--- config.mk ---
export PLATFORM = sky130hd
export DESIGN_NAME = disp_scan_ctrl
export DESIGN_NICKNAME = d
export VERILOG_FILES = /design/src/rtl/disp_pkg.sv /design/src/rtl/disp_prescaler.sv /design/src/rtl/disp_scan_ctrl.sv
export SDC_FILE = /design/constraint.sdc
export NUM_CORES = 1
export LEC_CHECK = 0
export ABC_AREA = 1
export CAP_MARGIN = 20
export CORE_MARGIN = 8
export CORE_UTILIZATION = 45
export DETAILED_ROUTE_END_ITERATION = 7
export PLACE_DENSITY = 0.7
export RECOVER_POWER = 25
export SETUP_SLACK_MARGIN = 0.1
export SYNTH_ARGS = -nofsm -noshare
export SYNTH_HDL_FRONTEND = slang
export SYNTH_HIERARCHICAL = 1
export SYNTH_SLANG_ARGS = --single-unit
--- constraint.sdc ---
create_clock -name clk -period 5.2 [get_ports clk]
set_clock_uncertainty 0.2 [all_clocks]
set_input_delay 1.04 -clock clk [delete_from_list [all_inputs] [get_ports clk]]
set_output_delay 1.04 -clock clk [all_outputs]
set_load 0.1 [all_outputs]
--- src/rtl/disp_pkg.sv ---
// Shared types and constants for the 4-digit multiplexed 7-segment display path.
// Latency: n/a (types only).
// Backpressure: n/a (types only).
//
// Optional feature macro: DISP_BLINK_EN adds the per-digit blink field to disp_frame_t.
package disp_pkg;

  localparam int NDIGIT = 4;
  localparam int SCAN_W = 2;

  // One complete display frame. A frame is always moved as a unit so the
  // digits can never show a mix of old and new data.
  typedef struct packed {
    logic [4*NDIGIT-1:0] hexs;
    logic [NDIGIT-1:0]   point;
    logic [NDIGIT-1:0]   les;
`ifdef DISP_BLINK_EN
    logic [NDIGIT-1:0]   blink;
`endif
  } disp_frame_t;

  // Reset frame: all digits blank, so nothing lights before the first commit.
`ifdef DISP_BLINK_EN
  localparam disp_frame_t DISP_FRAME_RST = '{hexs: '0, point: '0, les: '1, blink: '0};
`else
  localparam disp_frame_t DISP_FRAME_RST = '{hexs: '0, point: '0, les: '1};
`endif

endpackage

--- src/rtl/disp_prescaler.sv ---
// Free-running divider: pulses tick once every PRESCALE clk cycles.
// Latency: first tick in cycle PRESCALE-1 after reset release; PRESCALE=1 ticks every cycle.
// Backpressure: none; runs continuously.
//
// Ports: clk, rst_n (async active-low), tick (out, one-cycle pulse).
// Reusable by any scanned peripheral that needs a slot-rate strobe.
module disp_prescaler #(
  parameter int unsigned PRESCALE = 50000
) (
  input  logic clk,
  input  logic rst_n,
  output logic tick
);

  // Keep at least one counter bit so PRESCALE=1 still elaborates cleanly.
  localparam int unsigned CNT_W = (PRESCALE > 1) ? $clog2(PRESCALE) : 1;
  localparam logic [CNT_W-1:0] CNT_MAX = CNT_W'(PRESCALE - 1);

  logic [CNT_W-1:0] cnt;

  assign tick = (cnt == CNT_MAX);

  always_ff @(posedge clk or negedge rst_n) begin
    if (!rst_n) begin
      cnt <= '0;
    end else if (tick) begin
      cnt <= '0;
    end else begin
      cnt <= cnt + 1'b1;
    end
  end

endmodule

--- src/rtl/disp_scan_ctrl.sv ---
// Digit scan sequencer with a one-entry pending slot and a tear-free shadow frame.
// Latency: accepted frame reaches outputs on the edge after the next frame boundary (<= 4*PRESCALE+1 cycles).
// Backpressure: wr_ready low while a frame is pending; at most one frame accepted per frame period.
//
// Ports: clk, rst_n (async active-low); write port wr_valid/wr_ready/wr_hexs/wr_point/wr_les
// (+ wr_blink with DISP_BLINK_EN); outputs Hexs, Scan, point, LES, frame_done.
// Optional feature macro: DISP_BLINK_EN (per-digit blink overlay on LES, rate set by BLINK_FRAMES).
module disp_scan_ctrl
  import disp_pkg::*;
#(
  parameter int unsigned PRESCALE     = 50000
`ifdef DISP_BLINK_EN
, parameter int unsigned BLINK_FRAMES = 128
`endif
) (
  input  logic        clk,
  input  logic        rst_n,
  input  logic        wr_valid,
  output logic        wr_ready,
  input  logic [15:0] wr_hexs,
  input  logic [3:0]  wr_point,
  input  logic [3:0]  wr_les,
`ifdef DISP_BLINK_EN
  input  logic [3:0]  wr_blink,
`endif
  output logic [15:0] Hexs,
  output logic [1:0]  Scan,
  output logic [3:0]  point,
  output logic [3:0]  LES,
  output logic        frame_done
);

  logic              tick;
  logic              fb;
  logic              wr_accept;
  logic [SCAN_W-1:0] scan_q;
  logic              pend_full;
  disp_frame_t       pend_q;
  disp_frame_t       shadow_q;
  disp_frame_t       wr_frame;

  disp_prescaler #(
    .PRESCALE (PRESCALE)
  ) u_prescaler (
    .clk   (clk),
    .rst_n (rst_n),
    .tick  (tick)
  );

  // Frame boundary: the tick that ends the last digit slot.
  assign fb        = tick & (scan_q == SCAN_W'(NDIGIT - 1));
  assign wr_ready  = ~pend_full;
  assign wr_accept = wr_valid & ~pend_full;

  always_comb begin
    wr_frame       = DISP_FRAME_RST;
    wr_frame.hexs  = wr_hexs;
    wr_frame.point = wr_point;
    wr_frame.les   = wr_les;
`ifdef DISP_BLINK_EN
    wr_frame.blink = wr_blink;
`endif
  end

  // Scan index wraps naturally at NDIGIT = 2**SCAN_W.
  always_ff @(posedge clk or negedge rst_n) begin
    if (!rst_n) begin
      scan_q <= '0;
    end else if (tick) begin
      scan_q <= scan_q + 1'b1;
    end
  end

  // Accept and commit are mutually exclusive: accept needs an empty slot,
  // commit needs a full one. So a frame accepted in the fb cycle waits a
  // whole frame, and there is never a write-port-to-shadow bypass.
  always_ff @(posedge clk or negedge rst_n) begin
    if (!rst_n) begin
      pend_full <= 1'b0;
      pend_q    <= DISP_FRAME_RST;
      shadow_q  <= DISP_FRAME_RST;
    end else if (wr_accept) begin
      pend_q    <= wr_frame;
      pend_full <= 1'b1;
    end else if (fb && pend_full) begin
      shadow_q  <= pend_q;
      pend_full <= 1'b0;
    end
  end

`ifdef DISP_BLINK_EN
  localparam int unsigned FCNT_W = (BLINK_FRAMES > 1) ? $clog2(BLINK_FRAMES) : 1;
  localparam logic [FCNT_W-1:0] FCNT_MAX = FCNT_W'(BLINK_FRAMES - 1);

  logic [FCNT_W-1:0] frame_cnt;
  logic              blink_phase;

  // Phase flips once every BLINK_FRAMES frame boundaries.
  always_ff @(posedge clk or negedge rst_n) begin
    if (!rst_n) begin
      frame_cnt   <= '0;
      blink_phase <= 1'b0;
    end else if (fb) begin
      if (frame_cnt == FCNT_MAX) begin
        frame_cnt   <= '0;
        blink_phase <= ~blink_phase;
      end else begin
        frame_cnt   <= frame_cnt + 1'b1;
      end
    end
  end

  assign LES = shadow_q.les | (shadow_q.blink & {NDIGIT{blink_phase}});
`else
  assign LES = shadow_q.les;
`endif

  assign Hexs       = shadow_q.hexs;
  assign point      = shadow_q.point;
  assign Scan       = scan_q;
  // Derived only from prescaler and scan registers; no write-port path.
  assign frame_done = fb;

endmodule

==> run_results.csv, run 1 <==
group,metric,value,unit
outcome,status,"finished, violations left",
outcome,violations,"capacitance limit, slew limit",
synth,synth_top_area_share,0.4919,
grt,antenna_found_initial,0,
floorplanning,start_util,0.4700,
route,vias_per_cell,4.933,
worst_setup_path,worstSetupStartpointType,"register",
worst_setup_path,worst_ep_required_time,3.96,ns
clocking,cts_tree,"done",
synth,syn_nets,375,
clocking,h-tree-depth,3,
timing,tightest_slew,1.789,ns
route,route.vias.total,2373,
route,wl_per_cell,13.70,µm
route,ant_nets,0,
timing,rsz0062_at_grt,"false",
finish,mostFrequentLayoutCells,"nand2_1 (159), dfrtp_1 (59), clkdlybuf4s50_1 (52)",
finish,final_common_cell,"nand2_1",
synth,yosys.cell_types.count,25,
placed_design,post-place-ws,2.019,ns
finish,drive_gt1_frac,0.08911,
clocking,clk_latency,0.34,ns
clocking,cts_resized,0,
synth,syn_inst,346,
clocking,clock-root-buffer,"clkbuf_8",
finish,seq_area,1687,µm²
timing,setup_ws,1.542,ns
finish,multi_input_area,1081,µm²
power_and_ir_drop,p_seq_frac,0.560,
power_and_ir_drop,power.density,271.2,nW/µm²
power_and_ir_drop,cellLeakagePower,1.918,nW
floorplanning,rows,29,
worst_setup_path,end_kind,"output pin",
placed_design,dpl.hpwl,4510,µm
route,drt_iter0_drc,132,
power_and_ir_drop,finalPower,1.002,mW
timing,tns,0,ns
clocking,post-cts-setup-buffers,0,
synth,synth_seq_cells,67,
timing,finalSetupViolations,0,
synth,yosys.area.top_type,"dfrtp_1",
synth,synth.avg_cell_area,8.675,µm²
route,drt-pass1-iter-count,4,
clocking,cts.path.max_buffers,2,
worst_setup_path,worstSetupPathType,"reg2out",
floorplanning,core-area,6386,µm²
timing,finalCritPeriodShare,0.7034,
power_and_ir_drop,ir_worst_vdd,0.0001638,V
finish,diodes,0,
job,maxCapViolCount,1,
worst_setup_path,cp.arrival,2.42,ns
timing,fmaxAchievable,273.4,MHz
grt,grt_max_degree,35,
finish,num-fill-cells,583,
synth,synthTopCellsByArea,"dfrtp_1 (49%), nand2_1 (20%), dfstp_2 (7.0%), nand4_1 (5.4%), nor2_1 (3.1%)",
synth,ys.warnings.count,6,
grt,grt_pass1_vias,2476,
clocking,cts_sinks,67,
clocking,clk_pin_slew,0.08,ns
floorplanning,die_w,97.67,µm
timing,period_needed,3.658,ns
grt,grt_pass1_wl,11570,µm
clocking,cts_buffers,9,
finish,syn_to_final_growth,23.05,%
clocking,holdBufCountCts,0,
grt,overflow,0,
floorplanning,die_h,97.67,µm
power_and_ir_drop,internal_power,0.7504,mW
power_and_ir_drop,pwr-share-clk,0.387,
timing,slew_headroom,-0.1926,
floorplanning,fp.dieArea,9539,µm²
power_and_ir_drop,p_switching,0.2514,mW
finish,nNetsFinal,428,
timing,final-hold-violation-count,0,
placed_design,io_buffers,54,
grt,grt_usage,0.1454,
timing,slew_viol_final,35,
hold_path,hp-class,"reg2reg",
placed_design,gp_congestion,0.8449,
power_and_ir_drop,p_comb_frac,0.053,
synth,synth_area,3002,µm²
synth,ys_seq_area_frac,0.5619,
floorplanning,ios,55,
worst_setup_path,worstPathMaxFanout,33,
route,drc,0,
route,drt-total-wl,6592,µm
power_and_ir_drop,switching_share,0.2509,
finish,final_core_util,0.5784,
-- flip-flops by register name, indices dropped and copies added (netlist names) --
signal / cells
Hexs: 16
point: 4
pend_q: 24
Scan: 2
LES: 4
u_prescaler/cnt: 16
pend_full: 1
-- worst paths after layout --
kind	startpoint	to	slack [ns]	cells after the start
max in group asynchronous	rst_n	pend_q[2]	2.53	2
max reg2reg	u_prescaler/cnt[0]	Hexs[2]	2.62	8
min reg2reg	pend_q[2]	pend_q[2]	0.27	2
min in group asynchronous	rst_n	Scan[0]	0.97	1
max	u_prescaler/cnt[0]	frame_done	1.54	8
min	pend_q[2]	pend_q[2]	0.27	2
-- per-layer routing --
layer | global-route usage | share of wire
met4 | 0.06760 | 0.011
met1 | 0.1829 | 0.46
met2 | 0.2281 | 0.48
met5 | 0 | 0
met3 | 0.03627 | 0.050
-- worst max-delay path, cell delays in order, from the launching register on --
cell and delay (ns):
dfrtp_1 0.40, ha_1 0.20, nand3_1 0.22, nor2_1 0.17, nand2_1 0.15, inv_2 0.48
nand2_1 0.10, inv_1 0.07, buf_4 0.28
-- per-stage QoR --
| step | std cells | hold WS (ns) | cell area (µm²) |
|---|---|---|---|
| after global routing | 481 | 0.2807 | 3694 |
| final | 481 | 0.2708 | 3694 |
| after CTS | 481 | 0.2696 | 3702 |
| after detailed placement | 465 | 0.2570 | 3525 |
| after floorplan | 346 | 0.2465 | 3002 |
| after global placement | 465 | 0.2572 | 3525 |
-- power by group through the flow --
stage	Sequential [mW]	Clock, mW	Combinational, mW
2_1_floorplan	0.567	0	0.0199
3_3_place_gp	0.570	0	0.0529
3_5_place_dp	0.570	0	0.0540
4_1_cts	0.561	0.393	0.0544
5_1_grt	0.564	0.421	0.0603
6_report	0.561	0.388	0.0526
-- area by class of cell --
class / count / area share
Multi-Input combinational cell: 238 / 0.2927
Sequential cell: 67 / 0.4566
Tap cell: 77 / 0.02608
Inverter: 26 / 0.02642
Timing Repair Buffer: 57 / 0.1501
Clock inverter: 7 / 0.01457
Clock buffer: 9 / 0.03354
-- cells by family after synthesis --
| family | count (synthesis) | synth area share |
|---|---|---|
| AOI/OAI and AO/OA | 5 | 0.008752 |
| DFF | 67 | 0.5619 |
| adders and majority gates | 2 | 0.008335 |
| xor gates and xnor gates | 6 | 0.01751 |
| and+or+nand+nor | 225 | 0.3281 |
| buffers and inverters | 41 | 0.07545 |
-- synth_stat cells (all sizes together) --
cell,number
buf,15
nand3b,1
inv,26
dfrtp,59
xor2,6
dfstp,8
a21oi,1
ha,2
nand2,161
nand4,26
o21ai,3
nor3,3
nand3,8
nor2,26
a31oi,1
Note: power is estimated with default switching activity, not from simulation.
==> run 2, diff against run 1 <==
- PLACE_DENSITY: 0.7 -> 0.73
- clock period: 5.2 -> 3.02 ns (I/O delays scaled with it)
==> run_results.csv, run 2 (synthesized netlist as in run 1, its figures left out) <==
group,metric,value,unit
outcome,status,"complete, no violations",
power_and_ir_drop,p_switching,0.4137,mW
worst_setup_path,worstSetupStartpointType,"register",
finish,diodes,0,
route,drt-pass1-iter-count,4,
placed_design,gp_congestion,0.8526,
placed_design,dpl.hpwl,4587,µm
floorplanning,core-area,6386,µm²
clocking,clk_latency,0.34,ns
worst_setup_path,cp_slowest_cell,"dfrtp_1",
clocking,cts_buffers,9,
power_and_ir_drop,finalPower,1.749,mW
worst_setup_path,crit_family,"simple AND/OR/NAND/NOR gates",
finish,final_cell_area,3671,µm²
timing,finalSetupViolations,0,
route,wl_per_cell,13.71,µm
finish,syn_to_final_growth,22.30,%
job,maxCapViolCount,0,
finish,largest_reg_flops,24,
worst_setup_path,worstPathMaxFanout,6,
floorplanning,fp.dieArea,9539,µm²
power_and_ir_drop,power.density,476.4,nW/µm²
timing,setup_ws,0.4396,ns
clocking,h-tree-depth,3,
finish,final_core_util,0.5748,
grt,grt_max_degree,33,
route,ant_nets,0,
route,drt-total-wl,6621,µm
finish,nNetsFinal,430,
power_and_ir_drop,internal_power,1.335,mW
floorplanning,rows,29,
worst_setup_path,cp.arrival,1.78,ns
floorplanning,die_h,97.67,µm
clocking,clk_pin_slew,0.07,ns
finish,seq_area,1689,µm²
clocking,cts.path.max_buffers,2,
floorplanning,start_util,0.4700,
finish,final_common_cell,"nand2_1",
route,vias_per_cell,4.990,
power_and_ir_drop,pwr-share-clk,0.395,
clocking,clock-root-buffer,"clkbuf_8",
finish,num-fill-cells,613,
worst_setup_path,critPathMaxStageDelay,0.39,ns
route,drc,0,
grt,antenna_found_initial,0,
worst_setup_path,worstSetupPathType,"reg2out",
timing,finalCritPeriodShare,0.8544,
worst_setup_path,critPathBufInv,3,
grt,overflow,0,
clocking,cts_tree,"done",
timing,rsz0062_at_grt,"false",
placed_design,post-place-ws,0.7218,ns
timing,hold_slack,0.2754,ns
finish,mostFrequentLayoutCells,"nand2_1 (158), dfrtp_1 (57), buf_4 (31)",
worst_setup_path,cp_cell_sequence,"ha_1, nand3_2, nor2_1, nand2_2, inv_2, nand2_1, inv_1, buf_12",
worst_setup_path,end_kind,"output pin",
placed_design,dp.cells,467,
timing,tns,0,ns
grt,grt_pass1_vias,2411,
clocking,cts_resized,0,
clocking,post-cts-setup-buffers,0,
finish,multi_input_area,1089,µm²
worst_setup_path,worst_ep_required_time,2.22,ns
hold_path,hp-class,"in2async",
timing,final-hold-violation-count,0,
timing,period_needed,2.580,ns
timing,slew_headroom,0.2107,
power_and_ir_drop,ir_worst_vdd,0.0003256,V
timing,slew_viol_final,0,
timing,fmaxAchievable,387.5,MHz
power_and_ir_drop,switching_share,0.2366,
route,drt_iter0_drc,160,
clocking,holdBufCountCts,0,
power_and_ir_drop,p_seq_frac,0.554,
power_and_ir_drop,p_comb_frac,0.052,
floorplanning,ios,55,
grt,grt_pass1_wl,11530,µm
clocking,cts_sinks,67,
placed_design,io_buffers,54,
floorplanning,die_w,97.67,µm
timing,tightest_slew,1.184,ns
placed_design,placed_cell_area,3487,µm²
power_and_ir_drop,cellLeakagePower,1.991,nW
finish,layout.cells.non_filler,483,
finish,drive_gt1_frac,0.1675,
route,route.vias.total,2410,
finish,top_register,"pend_q",
grt,grt_usage,0.1459,
run 2: cell count changes in the layout (fill, tap and decap cells not counted), sizes merged:
cell	previous run	this run
buf	4	32
clkdlybuf4s50	52	25
clkbuf	10	13
clkinvlp	3	2
inv	27	26
run 2: area by class of cell:
class	instances	share of cell area
sequential	67	0.4601
clock inverter	5	0.01022
multi-input combinational	238	0.2965
clock buffer	11	0.04124
timing repair buffer	59	0.1391
tap	77	0.02624
inverter	26	0.02658
run 2: power by group through the flow:
stage          Combinational [mW]  Sequential [mW]  Clock (mW)
2_1_floorplan              0.0343            0.977           0
3_3_place_gp               0.0911            0.982           0
3_5_place_dp               0.0937            0.983           0
4_1_cts                    0.0936            0.967       0.707
5_1_grt                     0.104            0.972       0.751
6_report                   0.0906            0.968       0.690
run 2: path summary, 6_finish.rpt:
path / startpoint / endpoint / slack, ns / cells after the start
max: u_prescaler/cnt[0] / frame_done / 0.44 / 8
min: rst_n / Hexs[8] / 0.28 / 1
max reg2reg: u_prescaler/cnt[0] / Hexs[6] / 0.74 / 9
min reg2reg: LES[2] / LES[2] / 0.28 / 2
max in group asynchronous: rst_n / u_prescaler/cnt[7] / 0.76 / 2
min in group clk: LES[2] / LES[2] / 0.28 / 2
run 2: metal layers:
| metal | vias up | GRT usage | wire [µm] |
|---|---|---|---|
| met4 | 0 | 0.04545 | 126 |
| met1 | 1147 | 0.1787 | 3080 |
| met3 | 14 | 0.05619 | 307 |
| met5 | - | 0 | 0 |
| met2 | 51 | 0.2302 | 3107 |
| li1 | 1198 | - | - |
==> run 3, diff against run 2 <==
- PLACE_DENSITY: 0.73 -> 0.7
- REMOVE_ABC_BUFFERS: default -> 1
- TNS_END_PERCENT: default -> 5
==> run_results.csv, run 3 (synthesized netlist as in run 1, its figures left out) <==
group,metric,value,unit
grt,overflow,0,
timing,final-hold-violation-count,0,
worst_setup_path,worstSetupPathType,"reg2out",
power_and_ir_drop,p_comb_frac,0.050,
timing,fmaxAchievable,363.0,MHz
finish,drive_gt1_frac,0.1630,
timing,tightest_slew,1.596,ns
power_and_ir_drop,power.density,485.4,nW/µm²
finish,final_common_cell,"nand2_1",
route,ant_nets,0,
finish,nNetsFinal,429,
finish,final_core_util,0.5745,
timing,period_needed,2.755,ns
outcome,status,"finished, violations left",
power_and_ir_drop,p_switching,0.4087,mW
timing,rsz0062_at_grt,"false",
placed_design,dpl.hpwl,4419,µm
worst_setup_path,end_kind,"output pin",
timing,slew_headroom,-0.06383,
route,drt-pass1-iter-count,4,
clocking,holdBufCountCts,0,
finish,top_register,"pend_q",
floorplanning,die_w,97.67,µm
floorplanning,fp.dieArea,9539,µm²
timing,hold_slack,0.2680,ns
route,drt_iter0_drc,102,
clocking,cts_tree,"done",
clocking,cts.path.max_buffers,2,
timing,finalCritPeriodShare,0.9121,
clocking,cts_sinks,67,
route,drc,0,
finish,diodes,0,
clocking,cts_resized,0,
timing,slew_viol_final,68,
hold_path,min_path_cells,2,
grt,grt_max_degree,68,
clocking,h-tree-depth,3,
finish,final_cell_area,3669,µm²
placed_design,io_buffers,54,
placed_design,gp_congestion,0.8415,
floorplanning,ios,55,
worst_setup_path,worstSetupStartpointType,"register",
clocking,cts_buffers,9,
floorplanning,die_h,97.67,µm
power_and_ir_drop,cellLeakagePower,1.992,nW
floorplanning,rows,29,
worst_setup_path,cp.arrival,1.95,ns
clocking,clock-root-buffer,"clkbuf_8",
floorplanning,start_util,0.4700,
floorplanning,core-area,6386,µm²
route,route.vias.total,2405,
grt,antenna_found_initial,0,
outcome,violations,"capacitance limit, slew limit",
power_and_ir_drop,p_seq_frac,0.543,
finish,largest_reg_flops,24,
power_and_ir_drop,internal_power,1.372,mW
worst_setup_path,r2r_cells,8,
power_and_ir_drop,switching_share,0.2295,
grt,grt_usage,0.1470,
job,maxCapViolCount,1,
clocking,clk_latency,0.33,ns
finish,mostFrequentLayoutCells,"nand2_1 (158), dfrtp_1 (59), buf_4 (30)",
finish,num-fill-cells,608,
clocking,post-cts-setup-buffers,0,
route,wl_per_cell,13.83,µm
worst_setup_path,worst_ep_required_time,2.22,ns
power_and_ir_drop,pwr-share-clk,0.407,
placed_design,placed_cell_area,3490,µm²
power_and_ir_drop,finalPower,1.781,mW
hold_path,hp-class,"reg2reg",
route,drt-total-wl,6664,µm
timing,tns,0,ns
grt,grt_pass1_wl,11780,µm
power_and_ir_drop,ir_worst_vdd,0.0003042,V
timing,finalSetupViolations,0,
finish,syn_to_final_growth,22.22,%
grt,grt_pass1_vias,2571,
route,vias_per_cell,4.990,
worst_setup_path,worstPathMaxFanout,11,
clocking,clk_pin_slew,0.07,ns
[run 3: power by group through the flow]
stage	clock network [mW]	registers, mW	logic, mW
CTS	0.736	0.966	0.0939
finish	0.725	0.967	0.0889
global placement	0	0.981	0.0928
floorplan	0	0.977	0.0340
global route	0.779	0.972	0.104
detailed placement	0	0.983	0.0935
[run 3: per-layer routing]
metal	vias up	GRT usage	share of wire	wire length, µm
li1	1185	-	-	-
met1	1142	0.1806	0.47	3136
met2	67	0.2354	0.45	3030
met3	11	0.03912	0.059	393
met4	0	0.06527	0.015	103
met5	-	0	0	0
[run 3: per-stage QoR]
stage,worst slack [ns],std cells
floorplan,-0.1632,331
global placement,0.6712,466
detailed placement,0.6193,466
CTS,0.2492,482
global route,0.1315,482
finish,0.2653,482
[run 3: worst paths after layout]
kind | from | end | slack [ns]
hold reg to reg | LES[3] | LES[3] | 0.27
setup reg to reg | u_prescaler/cnt[0] | point[2] | 0.91
setup / recovery | u_prescaler/cnt[0] | frame_done | 0.27
max in group asynchronous | rst_n | pend_full | 1.12
hold / removal | LES[3] | LES[3] | 0.27
min in group asynchronous | rst_n | Hexs[0] | 0.56
[run 3: worst max-delay path: stages (launching register included)]
cell and delay, ns:
dfrtp_1 0.39, ha_1 0.22, nand3_2 0.16, nor2_1 0.16
nand2_2 0.11, inv_2 0.20, nand2_1 0.10, inv_1 0.10
buf_12 0.18
[run 3: cell type report]
class / count / area [µm²] / share of cell area
clock buffers: 10 / 127.6 / 0.03479
multi-input cells: 238 / 1089 / 0.2967
inverters: 26 / 97.59 / 0.02660
well taps: 77 / 96.34 / 0.02626
repair buffers: 58 / 505.5 / 0.1378
clock inverters: 6 / 66.31 / 0.01808
flip-flops and latches: 67 / 1687 / 0.4598
